$ cat src/rtl/muldiv_sequencer_if.sv
`default_nettype none
// ============================================================================
//  Interface   : muldiv_sequencer_if
//  Description : Decode-side bundle between the instruction decoder and the
//                multi-cycle MULT/DIV sequencer.
//  Revision    : 1.0  initial release
// ----------------------------------------------------------------------------
//  Signals (direction as seen by the sequencer, i.e. the slave modport)
//    start   in   issue strobe, decode holds an R-type instruction
//    func    in   R-type function field
//    rs_val  in   dividend / multiplicand
//    rt_val  in   divisor / multiplier
//    mf_req  in   MFHI/MFLO present in decode
//    hi      out  HI register (product high half / remainder)
//    lo      out  LO register (product low half / quotient)
//    busy    out  iteration or fix-up in progress
//    done    out  one-cycle pulse, hi/lo hold the new result
//    stall   out  hold PC and decode
//    div0    out  sticky divide-by-zero flag
// ============================================================================
interface muldiv_sequencer_if #(
  parameter int WIDTH = 32
);

  logic             start;
  logic [5:0]       func;
  logic [WIDTH-1:0] rs_val;
  logic [WIDTH-1:0] rt_val;
  logic             mf_req;
  logic [WIDTH-1:0] hi;
  logic [WIDTH-1:0] lo;
  logic             busy;
  logic             done;
  logic             stall;
  logic             div0;

  // Decoder side
  modport master (
    output start, func, rs_val, rt_val, mf_req,
    input  hi, lo, busy, done, stall, div0
  );

  // Sequencer side
  modport slave (
    input  start, func, rs_val, rt_val, mf_req,
    output hi, lo, busy, done, stall, div0
  );

endinterface : muldiv_sequencer_if
`default_nettype wire

$ cat src/rtl/muldiv_sequencer.sv
`default_nettype none
// ============================================================================
//  Module      : muldiv_sequencer
//  Description : Multi-cycle controller and iterative engine for the MULT and
//                DIV R-type functions. Owns the HI/LO registers, runs one
//                shift-add (multiply) or restoring shift-subtract (divide)
//                step per cycle on operand magnitudes, then applies the sign
//                correction in a single fix-up cycle. Raises stall when a
//                HI/LO read or a second mult/div issue meets a busy engine.
//  Revision    : 1.0  initial release
// ----------------------------------------------------------------------------
//  Ports
//    clk     in   system clock, rising edge
//    rst     in   asynchronous active-high reset, discards any operation
//    bus     --   muldiv_sequencer_if.slave (start/func/rs_val/rt_val/mf_req
//                 in; hi/lo/busy/done/stall/div0 out)
//
//  Parameters
//    WIDTH   operand width, HI/LO width and iteration count
//    CNT_W   iteration counter width, 2**CNT_W must exceed WIDTH
//
//  Build option
//    MULDIV_UNSIGNED_EN  when defined, MULTU (6'b011001) and DIVU (6'b011011)
//                        are accepted as well; they use the raw operands and
//                        the fix-up cycle leaves the result untouched.
// ============================================================================
module muldiv_sequencer #(
  parameter int WIDTH = 32,
  parameter int CNT_W = 6
) (
  input  logic               clk,
  input  logic               rst,
  muldiv_sequencer_if.slave  bus
);

  // --------------------------------------------------------------------------
  // Constants
  // --------------------------------------------------------------------------
  localparam logic [5:0] FUNC_MULT  = 6'b011000;
  localparam logic [5:0] FUNC_DIV   = 6'b011010;
`ifdef MULDIV_UNSIGNED_EN
  localparam logic [5:0] FUNC_MULTU = 6'b011001;
  localparam logic [5:0] FUNC_DIVU  = 6'b011011;
`endif

  // Counter value during the last iteration step
  localparam logic [CNT_W-1:0] CNT_LAST = CNT_W'(WIDTH - 1);

  typedef enum logic [1:0] {
    ST_IDLE  = 2'd0,
    ST_BUSY  = 2'd1,
    ST_FIXUP = 2'd2,
    ST_DONE  = 2'd3
  } state_t;

  // --------------------------------------------------------------------------
  // State
  // --------------------------------------------------------------------------
  state_t                 state_q,  state_d;
  logic [CNT_W-1:0]       cnt_q,    cnt_d;
  // Multiply: {partial product high, remaining multiplier bits}
  // Divide:   {partial remainder, dividend bits shifting into quotient}
  logic [2*WIDTH-1:0]     acc_q,    acc_d;
  // Multiplicand magnitude (multiply) or divisor magnitude (divide)
  logic [WIDTH-1:0]       opnd_q,   opnd_d;
  logic                   is_div_q, is_div_d;
  // Sign of the product / quotient
  logic                   neg_q,    neg_d;
  // Sign of the dividend, which the remainder inherits
  logic                   rs_neg_q, rs_neg_d;
  logic [WIDTH-1:0]       hi_q,     hi_d;
  logic [WIDTH-1:0]       lo_q,     lo_d;
  logic                   div0_q,   div0_d;

  // --------------------------------------------------------------------------
  // Decode of the issued instruction
  // --------------------------------------------------------------------------
  logic is_mult;
  logic is_div;
  logic op_signed;

`ifdef MULDIV_UNSIGNED_EN
  assign is_mult   = (bus.func == FUNC_MULT) || (bus.func == FUNC_MULTU);
  assign is_div    = (bus.func == FUNC_DIV)  || (bus.func == FUNC_DIVU);
  // The unsigned variants are the odd function codes
  assign op_signed = ~bus.func[0];
`else
  assign is_mult   = (bus.func == FUNC_MULT);
  assign is_div    = (bus.func == FUNC_DIV);
  assign op_signed = 1'b1;
`endif

  logic             is_muldiv;
  logic             can_accept;
  logic             accept;
  logic             div_by_zero;
  logic             rs_neg;
  logic             rt_neg;
  logic [WIDTH-1:0] rs_mag;
  logic [WIDTH-1:0] rt_mag;

  assign is_muldiv   = is_mult || is_div;
  assign can_accept  = (state_q == ST_IDLE) || (state_q == ST_DONE);
  assign accept      = bus.start && is_muldiv && can_accept;
  assign div_by_zero = is_div && (bus.rt_val == '0);

  assign rs_neg = op_signed && bus.rs_val[WIDTH-1];
  assign rt_neg = op_signed && bus.rt_val[WIDTH-1];
  // The most negative value maps onto itself, which is the correct unsigned
  // magnitude, so no extra bit is needed.
  assign rs_mag = rs_neg ? -bus.rs_val : bus.rs_val;
  assign rt_mag = rt_neg ? -bus.rt_val : bus.rt_val;

  // --------------------------------------------------------------------------
  // Datapath: one iteration step of each algorithm
  // --------------------------------------------------------------------------
  // Multiply: conditionally add the multiplicand into the high half, then
  // shift the whole accumulator right; the carry becomes the new MSB.
  logic [WIDTH:0]       mul_sum;
  logic [2*WIDTH-1:0]   mul_step;

  assign mul_sum  = {1'b0, acc_q[2*WIDTH-1:WIDTH]}
                  + (acc_q[0] ? {1'b0, opnd_q} : '0);
  assign mul_step = {mul_sum, acc_q[WIDTH-1:1]};

  // Divide: shift the next dividend bit into the remainder, subtract the
  // divisor when it fits and record a quotient bit. When the subtraction is
  // taken the difference is below the divisor, so WIDTH bits hold it.
  logic [WIDTH:0]       div_shift;
  logic                 div_fits;
  logic [WIDTH-1:0]     div_rem_sub;
  logic [2*WIDTH-1:0]   div_step;

  assign div_shift   = {acc_q[2*WIDTH-1:WIDTH], acc_q[WIDTH-1]};
  assign div_fits    = (div_shift >= {1'b0, opnd_q});
  assign div_rem_sub = div_shift[WIDTH-1:0] - opnd_q;
  assign div_step    = div_fits ? {div_rem_sub,          acc_q[WIDTH-2:0], 1'b1}
                                : {div_shift[WIDTH-1:0], acc_q[WIDTH-2:0], 1'b0};

  // --------------------------------------------------------------------------
  // Datapath: sign correction applied in the fix-up cycle
  // --------------------------------------------------------------------------
  logic [2*WIDTH-1:0] prod_fix;
  logic [WIDTH-1:0]   quo_fix;
  logic [WIDTH-1:0]   rem_fix;

  assign prod_fix = neg_q    ? -acc_q                    : acc_q;
  assign quo_fix  = neg_q    ? -acc_q[WIDTH-1:0]         : acc_q[WIDTH-1:0];
  assign rem_fix  = rs_neg_q ? -acc_q[2*WIDTH-1:WIDTH]   : acc_q[2*WIDTH-1:WIDTH];

  // --------------------------------------------------------------------------
  // Next-state and register-update logic
  // --------------------------------------------------------------------------
  always_comb begin
    state_d  = state_q;
    cnt_d    = cnt_q;
    acc_d    = acc_q;
    opnd_d   = opnd_q;
    is_div_d = is_div_q;
    neg_d    = neg_q;
    rs_neg_d = rs_neg_q;
    hi_d     = hi_q;
    lo_d     = lo_q;
    div0_d   = div0_q;

    case (state_q)
      ST_IDLE, ST_DONE: begin
        // DONE lasts a single cycle unless a new operation is taken
        state_d = ST_IDLE;
        if (accept) begin
          div0_d   = 1'b0;
          cnt_d    = '0;
          is_div_d = is_div;
          neg_d    = rs_neg ^ rt_neg;
          rs_neg_d = rs_neg;
          if (div_by_zero) begin
            // Result is defined directly, no iteration needed
            hi_d    = bus.rs_val;
            lo_d    = '1;
            div0_d  = 1'b1;
            state_d = ST_DONE;
          end else begin
            // Multiplier or dividend sits in the low half and is consumed
            // one bit per step from the LSB (multiply) or MSB (divide).
            opnd_d  = is_div ? rt_mag : rs_mag;
            acc_d   = {{WIDTH{1'b0}}, (is_div ? rs_mag : rt_mag)};
            state_d = ST_BUSY;
          end
        end
      end

      ST_BUSY: begin
        acc_d = is_div_q ? div_step : mul_step;
        cnt_d = cnt_q + 1'b1;
        if (cnt_q == CNT_LAST) begin
          state_d = ST_FIXUP;
        end
      end

      ST_FIXUP: begin
        if (is_div_q) begin
          hi_d = rem_fix;
          lo_d = quo_fix;
        end else begin
          hi_d = prod_fix[2*WIDTH-1:WIDTH];
          lo_d = prod_fix[WIDTH-1:0];
        end
        state_d = ST_DONE;
      end

      default: begin
        state_d = ST_IDLE;
      end
    endcase
  end

  always_ff @(posedge clk or posedge rst) begin
    if (rst) begin
      state_q  <= ST_IDLE;
      cnt_q    <= '0;
      acc_q    <= '0;
      opnd_q   <= '0;
      is_div_q <= 1'b0;
      neg_q    <= 1'b0;
      rs_neg_q <= 1'b0;
      hi_q     <= '0;
      lo_q     <= '0;
      div0_q   <= 1'b0;
    end else begin
      state_q  <= state_d;
      cnt_q    <= cnt_d;
      acc_q    <= acc_d;
      opnd_q   <= opnd_d;
      is_div_q <= is_div_d;
      neg_q    <= neg_d;
      rs_neg_q <= rs_neg_d;
      hi_q     <= hi_d;
      lo_q     <= lo_d;
      div0_q   <= div0_d;
    end
  end

  // --------------------------------------------------------------------------
  // Outputs
  // --------------------------------------------------------------------------
  logic busy;

  assign busy     = (state_q == ST_BUSY) || (state_q == ST_FIXUP);

  assign bus.hi   = hi_q;
  assign bus.lo   = lo_q;
  assign bus.busy = busy;
  assign bus.done = (state_q == ST_DONE);
  assign bus.div0 = div0_q;
  // In DONE the result is already in hi/lo and a new issue can be taken,
  // so only BUSY/FIXUP hold the pipeline.
  assign bus.stall = busy && (bus.mf_req || (bus.start && is_muldiv));

endmodule : muldiv_sequencer
`default_nettype wire
$ cat src/flat_wrapper.sv
// flat-port wrapper written by rule: the top's interface ports become plain ports
module muldiv_sequencer_flat 
#(
  parameter int WIDTH = 32,
  parameter int CNT_W = 6
)
  (clk, rst, bus_start, bus_func, bus_rs_val, bus_rt_val, bus_mf_req, bus_hi, bus_lo, bus_busy, bus_done, bus_stall, bus_div0);
  muldiv_sequencer_if #(.WIDTH(WIDTH)) bus_i ();
  input  logic clk;
  input  logic rst;
  input wire logic [$bits(bus_i.start)-1:0] bus_start;
  input wire logic [$bits(bus_i.func)-1:0] bus_func;
  input wire logic [$bits(bus_i.rs_val)-1:0] bus_rs_val;
  input wire logic [$bits(bus_i.rt_val)-1:0] bus_rt_val;
  input wire logic [$bits(bus_i.mf_req)-1:0] bus_mf_req;
  output wire logic [$bits(bus_i.hi)-1:0] bus_hi;
  output wire logic [$bits(bus_i.lo)-1:0] bus_lo;
  output wire logic [$bits(bus_i.busy)-1:0] bus_busy;
  output wire logic [$bits(bus_i.done)-1:0] bus_done;
  output wire logic [$bits(bus_i.stall)-1:0] bus_stall;
  output wire logic [$bits(bus_i.div0)-1:0] bus_div0;
  assign bus_i.start = bus_start;
  assign bus_i.func = bus_func;
  assign bus_i.rs_val = bus_rs_val;
  assign bus_i.rt_val = bus_rt_val;
  assign bus_i.mf_req = bus_mf_req;
  assign bus_hi = bus_i.hi;
  assign bus_lo = bus_i.lo;
  assign bus_busy = bus_i.busy;
  assign bus_done = bus_i.done;
  assign bus_stall = bus_i.stall;
  assign bus_div0 = bus_i.div0;
  muldiv_sequencer #(.WIDTH(WIDTH), .CNT_W(CNT_W)) u_core (.clk(clk), .rst(rst), .bus(bus_i));
endmodule
$ cat config.mk
export PLATFORM = sky130hd
export DESIGN_NAME = muldiv_sequencer_flat
export DESIGN_NICKNAME = d
export VERILOG_FILES = /design/src/rtl/muldiv_sequencer_if.sv /design/src/rtl/muldiv_sequencer.sv /design/src/flat_wrapper.sv
export SDC_FILE = /design/constraint.sdc
export NUM_CORES = 1
export LEC_CHECK = 0
export CAP_MARGIN = 30
export CORE_UTILIZATION = 45
export DETAILED_ROUTE_END_ITERATION = 6
export GPL_TIMING_DRIVEN = 0
export PLACE_DENSITY_LB_ADDON = 0.25
export SYNTH_ARGS = -nofsm -noshare
export SYNTH_HDL_FRONTEND = slang
export SYNTH_SLANG_ARGS = --single-unit
export TNS_END_PERCENT = 50
$ cat constraint.sdc
create_clock -name clk -period 12.5 [get_ports clk]
set_input_delay 1.25 -clock clk [delete_from_list [all_inputs] [get_ports clk]]
set_output_delay 1.25 -clock clk [all_outputs]
set_load 0.005 [all_outputs]
==> metrics.md, run 1 <==
| Metric | Value |
|---|---|
| Period minus WS final | 5.269 ns |
| EDFF count, synth | 0 |
| Area delta synth->final | 17.59% |
| Worst Hold Slack | 0.4791 ns |
| Synth Cell Area | 0.01479 mm² |
| Seq/Total Area, Yosys | 0.2910 |
| Final Hold Viols | 0 |
| First drt pass iteration count | 7 |
| First-pass GRT wire length | 87470 µm |
| Row count | 66 |
| Synthesized instance count | 1884 |
| Failing checks | design-rule violations |
| CP cell instances | clkdlybuf4s50_1 -> nor4_1 -> nand2_1 -> or3_1 -> nor4_1 -> nand3_1 -> a31oi_1 -> clkbuf_1 -> buf_2 -> nand2_1 -> o221ai_1 |
| Slowest cell delay on critical path | 0.76 ns |
| Status | finished with violations |
| H-tree depth | 4 |
| Die ar. | 0.03360 mm² |
| Critical path launch point type | input pin |
| Hold Buf Count CTS | 0 |
| Root Driver | clkbuf_16 |
| Sinks on Clock Net | 172 |
| Stages on worst setup path | 11 |
| Core area | 0.03245 mm² |
| Antenna viol nets, final | 0 |
| Synthesis-stage register bit count | 172 |
| Initial DRC Count | 1722 |
| Clk pwr share | 0.124 |
| Library cells used by synthesis | 72 |
| Post-Syn Nets | 2032 |
| Crit Path Category | input pin to flip-flop |
| Fmax | 189.8 MHz |
| Initial antenna violation count | 1 |
| Final WL | 58100 µm |
| Hold path depth | 2 |
| Combinational Power Share | 0.642 |
| Reg power frac | 0.234 |
| Top FF cell, synth | dfrtp_1 |
| IO Pins | 142 |
| CTS clk-pin slew, worst paths | 0.08 ns |
| Synth Area per Inst | 7.851 µm² |
| Maximum VDD drop | 0.1064 mV |
| Vias in the first global route | 14458 |
| Largest net degree at the start of global routing | 92 |
| Post-synthesis async set-or-reset flop share | 1.000 |
| Critical path capture point type | flip-flop |
| CP max-delay cell | clkbuf_1 |
| Synthesis warning total | 0 |
| Hold Path Class | flip-flop to flip-flop |
| Worst-margin pin slew | 1.027 ns |
| Initial core utilization | 0.4557 |
| Commonest non-fill, non-tap cell in the layout | nor2_1 |
| Slew margin rel. | 0.3153 |
| Max-slew violations | 0 |
| WP data required | 12.85 ns |
| # port buffers | 140 |
| Layout Nets | 2193 |
| DIE WIDTH | 183.3 µm |
| DR vias | 15501 |
| Worst-path fanout max | 10 |
| Critical Path AT | 5.62 ns |
| Sw Pwr | 2.377 mW |
| Share of post-route cells with drive strength above 1 | 0.05248 |
| TritonCTS Buffers | 17 |
| Avg Vias per Cell | 6.200 |
| R2r setup slk | 7.46 ns |
| DRC Markers | 6 |
| Lkg Pwr | 7.041 nW |
| Reg2Reg Depth | 12 |
| Die Y | 183.3 µm |
| Clock Path Buffers | 2 |
| CTS tree | built |
| Cells resized by post-CTS repair | 0 |
| Clk Latency, worst-skew pair | 0.46 ns |
| Most frequent cells in the layout | nor2_1 (217), nand2_1 (193), a21oi_1 (175), dfrtp_1 (172), o21ai_0 (170) |
| HPWL Detailed | 46650 µm |
| CP Buf/Inv Count | 3 |
| Grt ovf | 0 |
| Switching share of power | 0.5120 |
| Skew final | 0.01826 ns |
| Ant. Diodes | 0 |
| Setup TNS | 0 ns |
| Max-Cap Viols | 0 |
| Crit-path leading delay family | simple AND/OR/NAND/NOR gates |
| Setup-failing EPs final | 0 |
| Pwr per Cell Area | 267.0 mW/mm² |
| Internal power | 2.266 mW |
| Tcrit/Tclk final | 0.4215 |
| WL/cell | 23.24 µm |
| GPL Wtd Cong | 1.055 |
| Total GRT Usage | 0.3470 |
| Post-CTS Setup Inserts | 0 |
| RSZ-0062 raised after global routing | false |
==> cell families (layout without fill, tap and decap cells) <==
logic type / Yosys count / after routing / share of synthesized area
AOI/OAI and AO/OA: 625 / 625 / 0.2622
and+or+nand+nor: 583 / 583 / 0.1798
buffers and inverters: 181 / 355 / 0.04754
xor gates and xnor gates: 177 / 177 / 0.1048
DFF: 172 / 172 / 0.2910
adders and majority gates: 74 / 74 / 0.06362
muxes: 72 / 72 / 0.05101
==> power groups by stage <==
stage	clock (mW)	sequential [mW]	combinational [mW]
2_1_floorplan	0	0.965	2.02
3_3_place_gp	0	1.07	2.88
3_5_place_dp	0	1.08	2.91
4_1_cts	0.572	1.06	2.93
5_1_grt	0.594	1.10	3.26
6_report	0.574	1.09	2.98
==> path summary, 6_finish.rpt <==
check                                               from                             to
setup reg to reg            u_core.acc_q[32]$_DFFE_PP0P_   u_core.acc_q[35]$_DFFE_PP0P_
hold reg to reg            u_core.bus.hi[29]$_DFFE_PP0P_  u_core.bus.hi[29]$_DFFE_PP0P_
hold / removal             u_core.bus.hi[29]$_DFFE_PP0P_  u_core.bus.hi[29]$_DFFE_PP0P_
max in group asynchronous                            rst  u_core.opnd_q[23]$_DFFE_PP0P_
min in group asynchronous                            rst  u_core.bus.lo[30]$_DFFE_PP0P_
setup / recovery                           bus_rt_val[3]   u_core.acc_q[56]$_DFFE_PP0P_
==> flip-flops by register name, summed over array words and instances (netlist names) <==
signal           flops
u_core.opnd_q       32
u_core.bus.hi       32
u_core.state_q       2
u_core.bus.div0      1
u_core.cnt_q         6
u_core.rs_neg_q      1
u_core.neg_q         1
u_core.bus.lo       32
u_core.acc_q        64
u_core.is_div_q      1
==> tightest hold or removal path, cell delays in order (launching register included) <==
cell and delay [ns]:
dfrtp_1 0.34, nand2_1 0.05, o21ai_0 0.06
==> layer usage <==
metal / up-vias / routed length [µm] / global-route usage
li1: 7120 / - / -
met1: 7459 / 26210 / 0.5024
met2: 807 / 24510 / 0.5160
met3: 113 / 5495 / 0.05977
met4: 2 / 1874 / 0.1240
met5: - / 15 / 0
==> final cells by class <==
| type | instances | area, µm² |
|---|---|---|
| Buffer | 115 | 455.4 |
| Clock buffer | 20 | 456.7 |
| Clock inverter | 12 | 150.1 |
| Fill cell | 3131 | 15060 |
| Inverter | 66 | 255.2 |
| Multi-Input combinational cell | 1531 | 9783 |
| Sequential cell | 172 | 4304 |
| Tap cell | 442 | 553.0 |
| Timing Repair Buffer | 142 | 1434 |
==> synth_stat cells (all sizes together), types with 14 or more instances <==
cell | n | area [µm²]
nand2b | 19 | 118.9
or4 | 23 | 191.4
a211oi | 29 | 217.7
clkbuf | 91 | 342.8
buf | 24 | 112.6
a22oi | 14 | 105.1
mux2 | 27 | 304.0
dfrtp | 172 | 4304
o31ai | 32 | 245.2
nor2 | 217 | 814.5
o41ai | 17 | 156.4
xor2 | 93 | 814.5
nand3 | 22 | 110.1
a31oi | 48 | 300.3
xnor2 | 84 | 735.7
a21oi | 179 | 910.9
o211ai | 21 | 157.7
a21o | 33 | 247.7
o21ai | 180 | 912.1
or3 | 20 | 140.1
nor3 | 25 | 125.1
inv | 65 | 244.0
mux2i | 45 | 450.4
ha | 72 | 900.9
nand2 | 193 | 724.4
==> through the flow <==
| step | power, mW | area [µm²] | cells | setup slack (ns) | utilization |
|---|---|---|---|---|---|
| floorplan | 2.987 | 14790 | 1884 | 6.590 | - |
| global placement | 3.953 | 16740 | 2466 | 4.002 | 0.5160 |
| detailed placement | 3.988 | 16780 | 2467 | 6.950 | 0.5170 |
| CTS | 4.565 | 17390 | 2499 | 7.424 | 0.5357 |
| global route | 4.958 | 17390 | 2500 | 7.076 | 0.5359 |
| finish | 4.643 | 17390 | 2500 | 7.231 | 0.5359 |
Note: power is estimated with default switching activity, not from simulation.
==> run 2, diff against run 1 <==
Clock period 12.5 ns to 4.6 ns, I/O delays scaled along.
==> run 2 against run 1 <==
Net effect: the run still ends with design-rule violations left; critical path depth increased by 3; cell count increased by 0.12%; flip-flop and latch count unchanged; clock skew increased by 0.0011 ns; utilization increased by 0.13 points; clock power increased to 2.5 times the previous value; sequential power increased to 2.7 times the previous value.
==> metrics.md, run 2 (synthesis results as in run 1) <==
| Metric | Value |
|---|---|
| DR vias | 15477 (-0.15%) |
| Fillers | 3150 (+0.61%) |
| Die Y | 183.3 µm (unchanged) |
| Final WL | 59260 µm (+2.0%) |
| Vias in the first global route | 14611 (+1.1%) |
| Total GRT Usage | 0.3543 (+0.007217) |
| Internal power | 6.048 mW (+170%) |
| Status | finished with violations |
| Tcrit/Tclk final | 0.9529 |
| Initial core utilization | 0.4557 (unchanged) |
| Fmax | 228.1 MHz |
| Clk Latency, worst-skew pair | 0.45 ns (about the same) |
| RSZ-0062 raised after global routing | true |
| Slew margin rel. | 0.2812 (-0.03409) |
| Final Hold Viols | 0 (unchanged) |
| First-pass GRT wire length | 89270 µm (+2.1%) |
| Critical path launch point type | flip-flop |
| Worst-margin pin slew | 1.067 ns (+0.03986 ns) |
| Share of post-route cells with drive strength above 1 | 0.05631 (+0.003833) |
| Period minus WS final | 4.383 ns |
| Failing checks | design-rule violations |
| DRC Markers | 2 (-4) |
| Worst-path fanout max | 10 (unchanged) |
| CP dominant cell by count | o221ai_1 |
| Area delta synth->final | 17.87% |
| CP cell instances | clkinvlp_4 -> clkbuf_1 -> nor2_1 -> ha_1 -> a21o_1 -> a21oi_1 -> a21boi_0 -> a41o_1 -> o21ai_1 -> o41ai_4 -> o221ai_1 -> o21ai_0 -> xnor2_1 -> o221ai_1 |
| DIE WIDTH | 183.3 µm (unchanged) |
| Root Driver | clkbuf_16 |
| Setup TNS | 0 ns (unchanged) |
| WL/cell | 23.68 µm (+1.9%) |
| Grt ovf | 0 (unchanged) |
| TritonCTS Buffers | 17 (unchanged) |
| Initial antenna violation count | 1 (unchanged) |
| Core area | 0.03245 mm² (unchanged) |
| Clock Path Buffers | 2 (unchanged) |
| Sinks on Clock Net | 172 (unchanged) |
| Register area | 0.004304 mm² (unchanged) |
| Pwr per Cell Area | 724.0 mW/mm² (+170%) |
| Commonest non-fill, non-tap cell in the layout | nor2_1 |
| Max-Cap Viols | 0 (unchanged) |
| GPL Wtd Cong | 1.059 (+0.37%) |
| Die ar. | 0.03360 mm² (unchanged) |
| Most frequent cells in the layout | nor2_1 (217), nand2_1 (193), a21oi_1 (175), dfrtp_1 (172), o21ai_0 (169) |
| Hold Path Class | flip-flop to flip-flop |
| Maximum VDD drop | 0.2959 mV (+180%) |
| CTS clk-pin slew, worst paths | 0.07 ns (about the same) |
| Avg Vias per Cell | 6.183 (-0.27%) |
| CTS tree | built |
| Pre-CTS WS | -0.3052 ns (-7.255 ns) |
| H-tree depth | 4 (unchanged) |
| Critical path capture point type | flip-flop |
| Hold Buf Count CTS | 0 (unchanged) |
| Skew final | 0.01933 ns (+0.001077 ns) |
| HPWL Detailed | 47730 µm (+2.3%) |
| Critical Path AT | 4.69 ns (-0.93 ns) |
| Combinational Power Share | 0.650 (+0.008) |
| Lkg Pwr | 7.060 nW (+0.27%) |
| Setup-failing EPs final | 0 (unchanged) |
| Largest Register | u_core.acc_q |
| First drt pass iteration count | 7 (unchanged) |
| Reg power frac | 0.235 (about the same) |
| Post-CTS Setup Inserts | 0 (unchanged) |
| Initial DRC Count | 1639 (-4.8%) |
| Clk pwr share | 0.114 (-0.010) |
| Layout Nets | 2195 (+0.091%) |
| Slowest cell delay on critical path | 0.59 ns (-0.17 ns) |
| Row count | 66 (unchanged) |
| Sw Pwr | 6.574 mW (+180%) |
| Largest net degree at the start of global routing | 43 (-53%) |
| Final setup margin | 0.2166 ns (-7.015 ns) |
| Max-slew violations | 0 (unchanged) |
| CP max-delay cell | dfrtp_1 |
| IO Pins | 142 (unchanged) |
| Area of the multi-input gates | 0.009828 mm² (+0.46%) |
| Max FFs per register | 64 (unchanged) |
| Crit Path Category | flip-flop to flip-flop |
| Antenna viol nets, final | 0 (unchanged) |
| # port buffers | 140 (unchanged) |
| WP data required | 4.90 ns (-7.95 ns) |
| Switching share of power | 0.5208 (+0.008845) |
-- run 2: metal layers --
metal	vias up	GRT usage	part of all wire
li1	7125	-	-
met1	7408	0.5014	0.45
met2	815	0.5296	0.42
met3	129	0.07744	0.10
met4	0	0.1223	0.031
met5	-	0	0
-- run 2: timing repair --
item	4_1_cts	5_1_grt
setup endpoints to repair	27	27
hold endpoints to repair	0	0
resized for setup	4	8
-- run 2: power by group through the flow --
stage,clock network (mW),registers (mW),logic [mW]
4_1_cts,1.44,2.91,8.03
3_3_place_gp,0,2.91,7.89
2_1_floorplan,0,2.62,5.49
5_1_grt,1.50,3.02,8.93
6_report,1.44,2.97,8.21
3_5_place_dp,0,2.93,7.98
-- run 2: metrics by stage --
step           instance area [µm²]  hold slack [ns]  utilization  power, mW  std cells
4_1_cts                      17400           0.4872       0.5362      12.38       2502
6_report                     17430           0.4785       0.5372      12.62       2503
3_3_place_gp                 16750           0.4643       0.5161      10.80       2466
2_1_floorplan                14790           0.4498            -      8.117       1884
3_5_place_dp                 16830           0.4712       0.5185      10.91       2470
5_1_grt                      17430           0.5059       0.5371      13.45       2502
-- run 2: final timing paths --
path | startpoint | endpoint | slack, ns | cells after the start
hold reg to reg | u_core.bus.hi[26]$_DFFE_PP0P_ | u_core.bus.hi[26]$_DFFE_PP0P_ | 0.48 | 2
max in group asynchronous | rst | u_core.acc_q[2]$_DFFE_PP0P_ | 3.14 | 4
setup / recovery | u_core.acc_q[0]$_DFFE_PP0P_ | u_core.acc_q[61]$_DFFE_PP0P_ | 0.22 | 14
hold / removal | u_core.bus.hi[26]$_DFFE_PP0P_ | u_core.bus.hi[26]$_DFFE_PP0P_ | 0.48 | 2
min in group asynchronous | rst | u_core.acc_q[51]$_DFFE_PP0P_ | 0.49 | 2
setup reg to reg | u_core.acc_q[0]$_DFFE_PP0P_ | u_core.acc_q[61]$_DFFE_PP0P_ | 0.22 | 14
-- run 2: worst max-delay path: cells and delay by family (launching register included) --
family | cells | cell delay (ns)
AOI/OAI and AO/OA | 9 | 2.25
buffers and inverters | 2 | 0.68
DFF | 1 | 0.59
adders and majority gates | 1 | 0.30
xor gates and xnor gates | 1 | 0.23
and+or+nand+nor | 1 | 0.17
-- run 2: cell type report --
class,instances,area share
multi-input combinational,1531,0.5638
sequential,172,0.2469
timing repair buffer,144,0.08498
tap,442,0.03172
buffer,115,0.02627
clock buffer,20,0.02562
inverter,66,0.01464
clock inverter,12,0.005957
antenna,1,0.0001435
